[src/rtl/conv_layer_input_ctrl_if.sv]
// Handshake bundle between the layer top / input interface and the
// conv_layer_input_ctrl sequencer.
//   master : the sequencer (drives cmd/enable/status, receives start/abort/ready/ack)
//   slave  : the environment (layer top + input interface + kernel array)
// Signals:
//   start, abort, conv_ready : control from layer top / kernel array
//   ack[1:0]                 : completion code from the input interface
//   cmd[1:0], enable         : command pulse and enable to the input interface
//   busy, done, err          : status to layer top
//   row_valid, row_idx       : per-row completion pulse and row index
interface conv_layer_input_ctrl_if #(
  parameter int ROW_W = 4
) ();
  logic             start;
  logic             abort;
  logic             conv_ready;
  logic [1:0]       ack;
  logic [1:0]       cmd;
  logic             enable;
  logic             busy;
  logic             done;
  logic             err;
  logic             row_valid;
  logic [ROW_W-1:0] row_idx;

  modport master (
    input  start, abort, conv_ready, ack,
    output cmd, enable, busy, done, err, row_valid, row_idx
  );

  modport slave (
    output start, abort, conv_ready, ack,
    input  cmd, enable, busy, done, err, row_valid, row_idx
  );
endinterface

[src/rtl/conv_layer_input_ctrl.sv]
// Sequencer for the conv layer input interface. Steps one image of OUT_ROWS
// output rows: PRELOAD once, then per row SHIFT (gated by conv_ready) and,
// except after the last row, LOAD. Each issued command waits for its matching
// ack code; a per-command watchdog moves to an error state if it never comes.
// Ports:
//   clk  : clock, all logic on posedge
//   rst  : asynchronous active-high reset
//   bus  : conv_layer_input_ctrl_if.master (start/abort/conv_ready/ack in,
//          cmd/enable/busy/done/err/row_valid/row_idx out)
// All outputs are registers or pure decodes of the state register.
module conv_layer_input_ctrl #(
  parameter int OUT_ROWS = 8,
  parameter int ROW_W    = 4,
  parameter int TIMEOUT  = 1024,
  parameter int TMO_W    = 11
) (
  input  logic                     clk,
  input  logic                     rst,
  conv_layer_input_ctrl_if.master  bus
);

  typedef enum logic [3:0] {
    S_IDLE, S_PRE_CMD, S_PRE_WAIT, S_STALL, S_SH_CMD,
    S_SH_WAIT, S_LD_CMD, S_LD_WAIT, S_DONE, S_ERR
  } state_e;

  localparam logic [1:0] CODE_PRE = 2'd1;
  localparam logic [1:0] CODE_SH  = 2'd2;
  localparam logic [1:0] CODE_LD  = 2'd3;

  localparam logic [ROW_W-1:0] LAST_ROW = ROW_W'(OUT_ROWS - 1);
  localparam bit               WD_EN    = (TIMEOUT != 0);
  localparam int               WD_LIM_I = (TIMEOUT == 0) ? 0 : TIMEOUT - 1;
  localparam logic [TMO_W-1:0] WD_LIM   = TMO_W'(WD_LIM_I);

  state_e             state_q, state_d;
  logic [ROW_W-1:0]   row_idx_q, row_idx_d;
  logic               row_valid_q, row_valid_d;
  logic [TMO_W-1:0]   wdog_q, wdog_d;
  logic               wd_hit;

  // Watchdog fires on the last allowed WAIT cycle without the expected ack.
  assign wd_hit = WD_EN && (wdog_q == WD_LIM);

  always_ff @(posedge clk or posedge rst) begin
    if (rst) begin
      state_q     <= S_IDLE;
      row_idx_q   <= '0;
      row_valid_q <= 1'b0;
      wdog_q      <= '0;
    end else begin
      state_q     <= state_d;
      row_idx_q   <= row_idx_d;
      row_valid_q <= row_valid_d;
      wdog_q      <= wdog_d;
    end
  end

  // Watchdog defaults to zero, so it is already cleared on entry to any WAIT
  // state; it only counts up while sitting in a WAIT without the right ack.
  always_comb begin
    state_d     = state_q;
    row_idx_d   = row_idx_q;
    row_valid_d = 1'b0;
    wdog_d      = '0;
    unique case (state_q)
      S_IDLE: begin
        if (bus.start) begin
          state_d   = S_PRE_CMD;
          row_idx_d = '0;
        end
      end
      S_PRE_CMD: state_d = S_PRE_WAIT;
      S_PRE_WAIT: begin
        if (bus.ack == CODE_PRE) state_d = S_STALL;
        else if (wd_hit)         state_d = S_ERR;
        else                     wdog_d  = wdog_q + TMO_W'(1);
      end
      S_STALL: begin
        if (bus.conv_ready) state_d = S_SH_CMD;
      end
      S_SH_CMD: state_d = S_SH_WAIT;
      S_SH_WAIT: begin
        if (bus.ack == CODE_SH) begin
          row_valid_d = 1'b1;
          state_d     = (row_idx_q == LAST_ROW) ? S_DONE : S_LD_CMD;
        end else if (wd_hit) begin
          state_d = S_ERR;
        end else begin
          wdog_d = wdog_q + TMO_W'(1);
        end
      end
      S_LD_CMD: state_d = S_LD_WAIT;
      S_LD_WAIT: begin
        if (bus.ack == CODE_LD) begin
          row_idx_d = row_idx_q + ROW_W'(1);
          state_d   = S_STALL;
        end else if (wd_hit) begin
          state_d = S_ERR;
        end else begin
          wdog_d = wdog_q + TMO_W'(1);
        end
      end
      S_DONE:  state_d = S_IDLE;
      S_ERR:   state_d = S_ERR;
      default: state_d = S_IDLE;
    endcase

    // Abort overrides everything decided above, including a same-cycle ack
    // that would otherwise raise row_valid or reach S_DONE.
    if (bus.abort) begin
      state_d     = S_IDLE;
      row_valid_d = 1'b0;
      wdog_d      = '0;
      row_idx_d   = row_idx_q;
    end
  end

  // Moore decodes: cmd exists only during the one-cycle *_CMD states.
  always_comb begin
    bus.cmd = 2'd0;
    unique case (state_q)
      S_PRE_CMD: bus.cmd = CODE_PRE;
      S_SH_CMD:  bus.cmd = CODE_SH;
      S_LD_CMD:  bus.cmd = CODE_LD;
      default:   bus.cmd = 2'd0;
    endcase
  end

  assign bus.enable    = !(state_q inside {S_IDLE, S_DONE, S_ERR});
  assign bus.busy      = !(state_q inside {S_IDLE, S_ERR});
  assign bus.done      = (state_q == S_DONE);
  assign bus.err       = (state_q == S_ERR);
  assign bus.row_valid = row_valid_q;
  assign bus.row_idx   = row_idx_q;

endmodule

[src/flat_wrapper.sv]
// flat-port wrapper written by rule: the top's interface ports become plain ports
module conv_layer_input_ctrl_flat 
#(
  parameter int OUT_ROWS = 8,
  parameter int ROW_W    = 4,
  parameter int TIMEOUT  = 1024,
  parameter int TMO_W    = 11
)
  (clk, rst, bus_start, bus_abort, bus_conv_ready, bus_ack, bus_cmd, bus_enable, bus_busy, bus_done, bus_err, bus_row_valid, bus_row_idx);
  conv_layer_input_ctrl_if #(.ROW_W(ROW_W)) bus_i ();
  input  logic clk;
  input  logic rst;
  input wire logic [$bits(bus_i.start)-1:0] bus_start;
  input wire logic [$bits(bus_i.abort)-1:0] bus_abort;
  input wire logic [$bits(bus_i.conv_ready)-1:0] bus_conv_ready;
  input wire logic [$bits(bus_i.ack)-1:0] bus_ack;
  output wire logic [$bits(bus_i.cmd)-1:0] bus_cmd;
  output wire logic [$bits(bus_i.enable)-1:0] bus_enable;
  output wire logic [$bits(bus_i.busy)-1:0] bus_busy;
  output wire logic [$bits(bus_i.done)-1:0] bus_done;
  output wire logic [$bits(bus_i.err)-1:0] bus_err;
  output wire logic [$bits(bus_i.row_valid)-1:0] bus_row_valid;
  output wire logic [$bits(bus_i.row_idx)-1:0] bus_row_idx;
  assign bus_i.start = bus_start;
  assign bus_i.abort = bus_abort;
  assign bus_i.conv_ready = bus_conv_ready;
  assign bus_i.ack = bus_ack;
  assign bus_cmd = bus_i.cmd;
  assign bus_enable = bus_i.enable;
  assign bus_busy = bus_i.busy;
  assign bus_done = bus_i.done;
  assign bus_err = bus_i.err;
  assign bus_row_valid = bus_i.row_valid;
  assign bus_row_idx = bus_i.row_idx;
  conv_layer_input_ctrl #(.OUT_ROWS(OUT_ROWS), .ROW_W(ROW_W), .TIMEOUT(TIMEOUT), .TMO_W(TMO_W)) u_core (.clk(clk), .rst(rst), .bus(bus_i));
endmodule
[config.mk]
export PLATFORM = sky130hd
export DESIGN_NAME = conv_layer_input_ctrl_flat
export DESIGN_NICKNAME = d
export VERILOG_FILES = /design/src/rtl/conv_layer_input_ctrl_if.sv /design/src/rtl/conv_layer_input_ctrl.sv /design/src/flat_wrapper.sv
export SDC_FILE = /design/constraint.sdc
export NUM_CORES = 1
export LEC_CHECK = 0
export CAP_MARGIN = 15
export CORE_MARGIN = 4
export CORE_UTILIZATION = 40
export DETAILED_ROUTE_END_ITERATION = 16
export PLACE_DENSITY = 0.57
export SLEW_MARGIN = 10
export SYNTH_ARGS = -nofsm -noshare
export SYNTH_HDL_FRONTEND = slang
export SYNTH_SLANG_ARGS = --single-unit
[constraint.sdc]
create_clock -name clk -period 4.34 [get_ports clk]
set_input_delay 0.868 -clock clk [delete_from_list [all_inputs] [get_ports clk]]
set_output_delay 0.868 -clock clk [all_outputs]
set_load 0.005 [all_outputs]
==> results.sh <==
export IMPL_startpoint_type="flip-flop"
export IMPL_synthToLayoutAreaGrowth_pct=16.7
export IMPL_synthDistinctLibCells=48
export IMPL_period_minus_slack_ns=2.93
export IMPL_drt_initial_drc_count=48
export IMPL_clkSinkCount=20
export IMPL_drt_wirelength_per_cell_um=13.5
export IMPL_clkTransAtPathRegs_ns=0.12
export IMPL_rsz0062_at_grt="no"
export IMPL_fp_dieArea_um2=4240
export IMPL_cts_tree="done"
export IMPL_drv_slew=0
export IMPL_antenna_found_initial=0
export IMPL_arrival_ns=2.06
export IMPL_layout_common_cells="nor2_1 (24), dfrtp_1 (20), clkdlybuf4s50_1 (17)"
export IMPL_synth_seq_cells=20
export IMPL_period_share_pct=67.5
export IMPL_synth_largest_area_cell="dfrtp_1"
export IMPL_drc=0
export IMPL_yosys_warnings=0
export IMPL_yosys_top_cells_area="dfrtp_1 (38%), nor2_1 (6.9%), xnor2_1 (5.4%), nand3b_1 (3.4%), a21oi_1 (3.1%)"
export IMPL_grt_pass1_vias=998
export IMPL_h_tree_depth=1
export IMPL_fmax_mhz=341
export IMPL_endpoint_kind="output pin"
export IMPL_clk_latency_ns=0.30
export IMPL_layout_commonest_cell="nor2_1"
export IMPL_fin_nets=168
export IMPL_finalClockSkew_ns=0.0112
export IMPL_core_um2=3080
export IMPL_synth_area_um2=1310
export IMPL_drive_above_1_share_pct=8.23
export IMPL_start_util_pct=42.4
export IMPL_post_dp_hpwl_um=2020
export IMPL_yosysSeqAreaShare_pct=38.3
export IMPL_post_place_cells=198
export IMPL_finalWirelength_um=2720
export IMPL_worstPathRequired_ns=3.47
export IMPL_postRouteAntennaNets=0
export IMPL_first_pass_iters=4
export IMPL_p_per_area_nw_per_um2=278
export IMPL_fin_hold_ws_ns=0.502
export IMPL_cts_buffer_depth=2
export IMPL_gr_total_overflow=0
export IMPL_synth_area_per_cell_um2=9.01
export IMPL_synthesis_nets=154
export IMPL_port_buffers=17
export IMPL_total_leakage_power_nw=0.577
export IMPL_die_y_um=65.1
export IMPL_seqCellArea_um2=500
export IMPL_io_pins=18
export IMPL_fin_cells=202
export IMPL_synthCells=145
export IMPL_n_antenna_cell=0
export IMPL_post_cts_buffers=0
export IMPL_fillers=305
export IMPL_status="completed"
export IMPL_fp_row_count=20
export IMPL_multiInputGateArea_um2=727
export IMPL_cts_buffers=3
export IMPL_maxSlewHeadroom_pct=49.1
export IMPL_cts_hold_buf=0
export IMPL_crit_type="reg2out"
export IMPL_hold_viol_final=0
export IMPL_vdd_drop_max_uv=147
export IMPL_yosysTopAreaCellShare_pct=38.3
export IMPL_cts_root_buffer="clkbuf_4"
export IMPL_hp_class="reg2reg"
export IMPL_grt_pass1_wl_um=4530
export IMPL_fin_tns_setup_ns=0
export IMPL_die_w_um=65.1
export IMPL_vias=1057
export IMPL_maxCapViolations=0
export IMPL_track_usage_pct=13.6
export IMPL_via_per_inst=5.23
export IMPL_setup_violations=0
export IMPL_cts_resized_gates=0
export IMPL_grt_max_degree=21
export IMPL_cp_max_fo=19
export IMPL_tightest_slew_ns=0.762
export IMPL_place_gp_congestion=0.838
## critical path: stages, from the launching register on
cell and delay (ns):
dfrtp_1 0.71, nand2b_1 0.25, o21a_1 0.23, nor2_1 0.08, clkdlybuf4s50_1 0.51
## layer usage
metal	routed length [um]	GRT usage, %	vias to the layer above
met3	96	2.91	2
met4	15	4.15	0
met1	1370	18.6	499
met2	1230	21.7	18
li1	-	-	538
met5	0	0	-
## where the power goes
group	internal (mW)	leakage, nW	switching (mW)	total [mW]
combinational	0.0395	0.271	0.0330	0.0725
clock	0.0933	0.0279	0.0563	0.150
sequential	0.189	0.278	0.0128	0.202
## Yosys cell counts (all sizes together)
cell type,number
a211oi,2
a21boi,1
a21o,5
a21oi,8
a22o,1
a22oi,1
a31oi,1
a41oi,1
and2,1
and3b,1
buf,7
clkbuf,1
dfrtp,20
ha,2
inv,5
mux2,2
nand2,5
nand2b,5
nand3,6
nand3b,6
nand4,3
nor2,25
nor2b,1
nor3,4
nor3b,1
nor4,1
nor4b,1
o21a,1
o21ai,4
o21bai,1
o22ai,2
o2bb2ai,1
o31ai,1
o32a,1
o41ai,1
or2,2
or2b,1
or3,2
or3b,1
xnor2,8
xor2,2
## final cells by class
class,count,area share [%]
timing repair buffer,17,11.2
multi-input combinational,112,47.7
clock buffer,3,1.48
sequential,20,32.8
inverter,5,1.23
clock inverter,1,1.97
tap,44,3.61
## kinds of logic (layout without fill, tap and decap cells)
kind of cell	count (synthesis)	after routing	synth area share [%]
compound gates	32	32	17.3
xor+xnor	10	10	6.71
fa+ha+maj	2	2	1.92
buf+inv	13	26	6.03
flops	20	20	38.3
mux	2	2	1.72
simple gates	66	66	28.0
## worst paths after layout
kind,from,endpoint,slack (ns),depth (start not counted)
max,u_core.state_q[0],bus_cmd[0],1.41,4
min,u_core.wdog_q[0],u_core.wdog_q[0],0.50,1
max reg2reg,u_core.state_q[0],u_core.state_q[2],2.32,5
min reg2reg,u_core.wdog_q[0],u_core.wdog_q[0],0.50,1
max in group asynchronous,rst,u_core.wdog_q[9],2.87,2
min in group asynchronous,rst,u_core.bus.row_idx[0],0.99,2
## registers in the layout, summed over array words and instances, names as in the netlist
name and flops:
u_core.bus.row_idx 4, u_core.bus.row_valid 1, u_core.state_q 4, u_core.wdog_q 11
## stage by stage
step                      instance area (um2)  setup slack (ns)  power [mW]  util (%)
final                                    1520              1.41       0.424      49.5
after global routing                     1520              1.25       0.447      49.5
after CTS                                1520              1.42       0.429      49.5
after detailed placement                 1470              1.62       0.277      47.8
after global placement                   1470              1.62       0.278      47.8
after floorplan                          1310              2.34       0.256         -
(Power assumes the default switching activity.)
